`src/rtl/event_debouncer.sv`:
```
// Multi-channel debounced event detector: synchroniser, stability counter and rise/fall/both event pulses per channel.
// Optional sticky event flags and any_event are built only when DEBOUNCE_STICKY_EN is defined.
module event_debouncer #(
  parameter int CHANNELS    = 4,
  parameter int CNT_W       = 8,
  parameter int SYNC_STAGES = 2
) (
  input  logic                clk,
  input  logic                reset,
  input  logic [CHANNELS-1:0] noisy_in,
  input  logic [CNT_W-1:0]    hold_cycles,
  input  logic [1:0]          edge_mode,
  input  logic [CHANNELS-1:0] sticky_clear,
  output logic [CHANNELS-1:0] level_out,
  output logic [CHANNELS-1:0] event_pulse,
  output logic [CHANNELS-1:0] event_sticky,
  output logic                any_event
);

  typedef enum logic [1:0] {
    MODE_RISE = 2'b00,
    MODE_FALL = 2'b01,
    MODE_BOTH = 2'b10,
    MODE_OFF  = 2'b11
  } edge_mode_e;

  localparam logic [CNT_W-1:0] CNT_ONE = 1;

  edge_mode_e mode;
  assign mode = edge_mode_e'(edge_mode);

  genvar gi;
  generate
    for (gi = 0; gi < CHANNELS; gi++) begin : g_chan
      logic [SYNC_STAGES-1:0] sync_q;
      logic                   s;
      logic                   level_q, level_d;
      logic [CNT_W-1:0]       cnt_q, cnt_d;
      logic                   pulse_q, pulse_d;

      assign s = sync_q[SYNC_STAGES-1];

      always_ff @(posedge clk or posedge reset) begin
        if (reset) begin
          sync_q  <= '0;
          level_q <= 1'b0;
          cnt_q   <= '0;
          pulse_q <= 1'b0;
        end else begin
          sync_q  <= {sync_q[SYNC_STAGES-2:0], noisy_in[gi]};
          level_q <= level_d;
          cnt_q   <= cnt_d;
          pulse_q <= pulse_d;
        end
      end

      // cnt holds the number of consecutive earlier cycles s disagreed with level
      always_comb begin
        level_d = level_q;
        cnt_d   = cnt_q;
        pulse_d = 1'b0;
        if (s == level_q) begin
          cnt_d = '0;
        end else if (cnt_q >= hold_cycles) begin
          level_d = s;
          cnt_d   = '0;
          case (mode)
            MODE_RISE: pulse_d = s;
            MODE_FALL: pulse_d = ~s;
            MODE_BOTH: pulse_d = 1'b1;
            default:   pulse_d = 1'b0;
          endcase
        end else if (cnt_q != '1) begin
          cnt_d = cnt_q + CNT_ONE;
        end
      end

      assign level_out[gi]   = level_q;
      assign event_pulse[gi] = pulse_q;
    end
  endgenerate

`ifdef DEBOUNCE_STICKY_EN
  logic [CHANNELS-1:0] sticky_q;

  // A new pulse overrides a simultaneous clear
  always_ff @(posedge clk or posedge reset) begin
    if (reset) begin
      sticky_q <= '0;
    end else begin
      sticky_q <= (sticky_q & ~sticky_clear) | event_pulse;
    end
  end

  assign event_sticky = sticky_q;
  assign any_event    = |sticky_q;
`else
  logic unused_sticky_clear;
  assign unused_sticky_clear = ^sticky_clear;
  assign event_sticky        = '0;
  assign any_event           = 1'b0;
`endif

endmodule

```
`config.mk`:
```
export PLATFORM = sky130hd
export DESIGN_NAME = event_debouncer
export DESIGN_NICKNAME = d
export VERILOG_FILES = /design/src/rtl/event_debouncer.sv
export SDC_FILE = /design/constraint.sdc
export NUM_CORES = 1
export LEC_CHECK = 0
export ABC_AREA = 0
export BUFFER_PORTS_ARGS = -buffer_cell sky130_fd_sc_hd__buf_2
export CORE_ASPECT_RATIO = 0.6
export CORE_MARGIN = 2
export CORE_UTILIZATION = 30
export DETAILED_ROUTE_END_ITERATION = 10
export GPL_TIMING_DRIVEN = 0
export PLACE_DENSITY = 0.46
export SYNTH_ARGS = -nofsm -noshare
export SYNTH_HDL_FRONTEND = slang
export SYNTH_SLANG_ARGS = --single-unit
```
`constraint.sdc`:
```
create_clock -name clk -period 2.01 [get_ports clk]
set_input_delay 0.3015 -clock clk [delete_from_list [all_inputs] [get_ports clk]]
set_output_delay 0.3015 -clock clk [all_outputs]
set_load 0.02 [all_outputs]
```
After elaboration in Yosys (flattened, before gate mapping)
Cells that the tools add are included.
Storage, ports and cells
  register bits after elaboration: 48
  input bits: 20
  output and inout bits: 13
  word-level logic and storage cells: 75
Cells by class
  add/sub/neg operators: 4
  $lt $le $gt $ge: 4
  eq/ne operators: 10
  mux-type cells: 24
  bitwise operators: 8
  reductions and logical operators: 9
Operators with widths (count)
  $mux W8: 12
  $add A8 B1 Y8 const B: 4
  $ge A8 B8 Y1: 4
  $ne A8 B8 Y1 const B: 4
  $pmux W1 S3: 4
  $reduce_bool A3 Y1: 4
  $mux W1: 8
  $not A1 Y1: 8
  $reduce_and A2 Y1: 4
  $eq A1 B1 Y1: 4
  $eq A2 B1 Y1 const B: 1
  $eq A2 B2 Y1 const B: 1
  $logic_not A2 Y1: 1

Logic depth before layout (Yosys ltp)
  depth after elaboration: 4
  depth in mapped cells: 6
  mapped depth without buffers: 6

Least setup slack after synthesis
OpenSTA, ideal clock, no wires.
  path kind: register to register
  start: register g_chan[0].cnt_q[0]
  end: register g_chan[0].level_q
  setup time: 125 ps
  arrival: 1717 ps
  data required time: 1885 ps
  setup slack: 168 ps
  cell stages (with the launch flop): 7
  buffers on the path: 0
  clock period less this slack: 1842 ps
  cell sequence: dfrtp_1 > inv_1 > ha_1 > nand2b_4 > a2111o_1 > a21oi_1 > mux2_2
On the way
  word-level cells in the longest chain between the ends: 2
RTL lines
  from (decl): RTL line 38  | logic [CNT_W-1:0] cnt_q, cnt_d;
  from (signal assigned): RTL line 52  | cnt_q <= cnt_d;
  $ge A8 B8 Y1: RTL line 64  | end else if (cnt_q >= hold_cycles) begin
  $reduce_and A2 Y1 (no line)
  to (signal assigned): RTL line 51  | level_q <= level_d;
  to (decl): RTL line 37  | logic level_q, level_d;
No other way between the ends.
A chain may end at the register's enable or synchronous reset.

Final worst setup path
  start: register g_chan[2].cnt_q[0]
  end: register g_chan[2].cnt_q[3]
On the way
  word-level cells in the longest chain between the ends: 4
  elaborated cells on any way between the ends: 7
  classes of those cells: add/sub (1); order compare (1); eq/ne (1); mux (3); reduce/logical (1)
RTL lines
  from (decl): RTL line 38
  from (signal assigned): RTL line 52
  $add A8 B1 Y8: RTL line 74  | cnt_d = cnt_q + CNT_ONE;
  $mux W8: RTL line 73  | end else if (cnt_q != '1) begin
  $mux W8: RTL line 64
  $mux W8: RTL line 62  | if (s == level_q) begin
Parallel ways exist; a longest one is shown, timed or not. The select of a mux whose other input is x is not followed.

==> results.sh <==
export IMPL_crit_family="compound AO/OA/AOI/OAI gates"
export IMPL_drtPass1Iterations=4
export IMPL_finalWirelength_um=6565
export IMPL_synthTopCellsByCount="dfrtp_1 (48), ha_1 (36), nor2_1 (35)"
export IMPL_clock_skew_ps=4.149
export IMPL_p_int_mw=1.976
export IMPL_pwr_share_clk_pct=27.5
export IMPL_whs_ps=113.1
export IMPL_async_flop_share_pct=100.0
export IMPL_dp_hpwl_um=5012
export IMPL_die_width_um=132.3
export IMPL_wl_per_cell_um=13.54
export IMPL_crit_path_start="g_chan[2].cnt_q[0]"
export IMPL_synthFlopType="dfrtp_1"
export IMPL_antennaDiodeCount=0
export IMPL_maxSlewViolCount=0
export IMPL_yosysSeqAreaShare_pct=40.52
export IMPL_grt_max_degree=33
export IMPL_path_cells="inv_2 -> ha_1 -> nand2b_1 -> a2111o_1 -> a211o_4 -> nor3_2"
export IMPL_die_y_um=81.00
export IMPL_cap_violations=0
export IMPL_setup_viol=0
export IMPL_fin_tns_setup_ps=0
export IMPL_yosysTopAreaCell="dfrtp_1"
export IMPL_tightest_slew_ps=524.9
export IMPL_clk_pin_slew_worst_paths_ps=70
export IMPL_swShare_pct=33.77
export IMPL_yosysWarningCount=0
export IMPL_synth_edf_count=0
export IMPL_grt_pass1_wl_um=11580
export IMPL_synthesis_area_um2=2964
export IMPL_coreArea_um2=9739
export IMPL_clockRootBuffer="clkbuf_16"
export IMPL_ys_types=32
export IMPL_start_util_pct=30.43
export IMPL_crit_path_max_incr_delay_ps=410
export IMPL_relSlewSlack_pct=64.64
export IMPL_antenna_found_initial=0
export IMPL_avgSynthCellArea_um2=9.500
export IMPL_cp_num_buf_inv=1
export IMPL_dieArea_um2=10720
export IMPL_io_buffers=23
export IMPL_synth_area_leaders="dfrtp_1 (41%), ha_1 (15%), nor2_1 (4.4%), a21oi_1 (4.2%), buf_4 (3.3%)"
export IMPL_end_kind="flip-flop"
export IMPL_cp_start_kind="flip-flop"
export IMPL_r2r_setup_slack_ps=80
export IMPL_combPwrFrac_pct=31.0
export IMPL_gr_usage_all_layers_pct=13.84
export IMPL_worstPathArrival_ps=2140
export IMPL_yosysTopAreaCellShare_pct=40.52
export IMPL_hold_violations=0
export IMPL_ant_nets=0
export IMPL_drtIter0Drc=121
export IMPL_grt_pass1_vias=2218
export IMPL_numCtsBuffers=5
export IMPL_cts_tree="yes"
export IMPL_yosysMostFrequentCell="dfrtp_1"
export IMPL_power_density_nw_per_um2=841.4
export IMPL_grt_overflow_total=0
export IMPL_reg2reg_from="g_chan[2].cnt_q[0]"
export IMPL_drive_gt1_share_pct=20.86
export IMPL_clock_latency_ps=290
export IMPL_crit_fanout=8
export IMPL_core_rowCount=28
export IMPL_drc=0
export IMPL_seqPwrFrac_pct=41.5
export IMPL_critPathCapture="g_chan[2].cnt_q[3]"
export IMPL_finalCritPeriodShare_pct=95.99
export IMPL_area_delta_synth_final_pct=19.67
export IMPL_worstSetupPathType="flip-flop to flip-flop"
export IMPL_hold_class="input port to flip-flop"
export IMPL_gp_congestion=0.7666
export IMPL_leakage_nw=1.696
export IMPL_cp_depth=6
export IMPL_finalCriticalPeriod_ps=1929
export IMPL_critPathRequiredTime_ps=2220
export IMPL_rsz0062_at_grt="yes"
export IMPL_ys_ff_latch=48
export IMPL_fmaxAchievable_mhz=518.3
export IMPL_vdd_ir_drop_max_uv=411.8
export IMPL_status="complete, no violations"
export IMPL_via_count=2287
export IMPL_reg2reg_depth=6
export IMPL_viasPerCell=4.715
export IMPL_top_level_ports=33
export IMPL_crit_slowest_cell="a211o_4"
export IMPL_cts_max_level=2
export IMPL_nNetsFinal=406
export IMPL_switchingPower_mw=1.008
export IMPL_clk_path_buf_depth=2
export IMPL_clock_sinks=48
export IMPL_synthCells=312
export IMPL_timing_rr_end="g_chan[2].cnt_q[3]"
-- power groups by stage --
stage / registers [mW] / logic, mW / clock network (mW)
after floorplan: 1.21 / 0.627 / 0
after global placement: 1.26 / 0.788 / 0
after detailed placement: 1.26 / 0.812 / 0
after CTS: 1.24 / 0.843 / 0.856
after global routing: 1.26 / 1.05 / 0.906
final: 1.24 / 0.926 / 0.821
-- cell type report --
class	instances	area [um^2]
clock inverter	2	12.51
buffer	13	97.59
fill	1041	6192
inverter	21	78.83
clock buffer	5	125.1
timing repair buffer	27	160.2
multi-input combinational	234	1703
tap	135	168.9
sequential	48	1201
-- layer usage --
layer | up-vias | track usage [%] | part of all wire [%]
li1 | 1173 | - | -
met1 | 1077 | 21.19 | 59
met2 | 29 | 19.27 | 37
met3 | 8 | 3.308 | 3.0
met5 | - | 0 | 0
met4 | 0 | 3.226 | 0.93
-- state kept, by name, summed over array words and instances (netlist names) --
register        flops
g_chan.sync_q       8
g_chan.pulse_q      4
g_chan.cnt_q       32
g_chan.level_q      4
-- layout by cell type, fill, tap and decap left out, types with 3 or more instances in the layout --
cell type | Yosys | layout
dfrtp_1 | 48 | 48
nand2_1 | 23 | 23
buf_2 | 0 | 23
and2_1 | 4 | 4
nor2_1 | 35 | 35
and4_1 | 3 | 3
a21oi_1 | 25 | 21
nand2b_1 | 4 | 4
ha_1 | 36 | 36
nor3_1 | 19 | 11
mux2_2 | 4 | 4
nor3_2 | 0 | 8
inv_2 | 0 | 4
a211o_4 | 0 | 4
clkbuf_16 | 0 | 5
mux2i_1 | 6 | 6
conb_1 | 1 | 5
o21ai_0 | 9 | 9
a31oi_1 | 6 | 6
buf_4 | 13 | 15
a21oi_2 | 0 | 3
a2111o_1 | 4 | 4
and3_1 | 7 | 7
nand3_1 | 7 | 7
nand4_1 | 9 | 9
inv_1 | 21 | 17
xnor2_1 | 8 | 8
xor2_1 | 3 | 3
-- per-stage QoR --
step / utilization (%) / worst slack, ps / power, mW / instance area (um^2) / cells
after floorplan: - / 168.1 / 1.841 / 2979 / 316
after CTS: 35.50 / -6.295 / 2.941 / 3457 / 483
final: 36.42 / 80.69 / 2.984 / 3547 / 485
after global routing: 36.42 / -14.03 / 3.216 / 3547 / 485
after global placement: 33.50 / -281.0 / 2.047 / 3263 / 474
after detailed placement: 33.71 / -110.2 / 2.072 / 3283 / 475
-- repair_timing --
| action | 4_1_cts | 5_1_grt |
|---|---|---|
| cloned | 0 | 0 |
| hold buffers | 1 | 0 |
| pin swaps | 0 | 7 |
| setup endpoints to repair | 5 | 25 |
| gates resized for setup | 8 | 16 |
| buffers inserted | 0 | 2 |
| hold endpoints to repair | 16 | 0 |
-- worst min-delay path by stage --
| stage | start | to | slack (ps) | cells after the start |
|---|---|---|---|---|
| finish | noisy_in[0] | g_chan[0].sync_q[0] | 110 | 1 |
| global route | noisy_in[3] | g_chan[3].sync_q[0] | 100 | 1 |
| CTS | noisy_in[1] | g_chan[1].sync_q[0] | 100 | 1 |
| detailed placement | reset | g_chan[1].pulse_q | 310 | 2 |
| global placement | g_chan[3].sync_q[0] | g_chan[3].sync_q[1] | 330 | 0 |
| floorplan | g_chan[0].sync_q[0] | g_chan[0].sync_q[1] | 330 | 0 |
-- logic make-up (layout without fill, tap and decap cells) --
| family | after synthesis | after routing | share of synthesized area [%] |
|---|---|---|---|
| AOI/OAI and AO/OA | 56 | 56 | 12.11 |
| xor gates and xnor gates | 11 | 11 | 3.251 |
| buffers and inverters | 34 | 68 | 5.952 |
| muxes | 10 | 10 | 3.546 |
| other | 1 | 5 | 0.1265 |
| adders and majority gates | 36 | 36 | 15.20 |
| and+or+nand+nor | 116 | 116 | 19.29 |
| DFF | 48 | 48 | 40.52 |
Note: power is estimated with default switching activity, not from simulation.
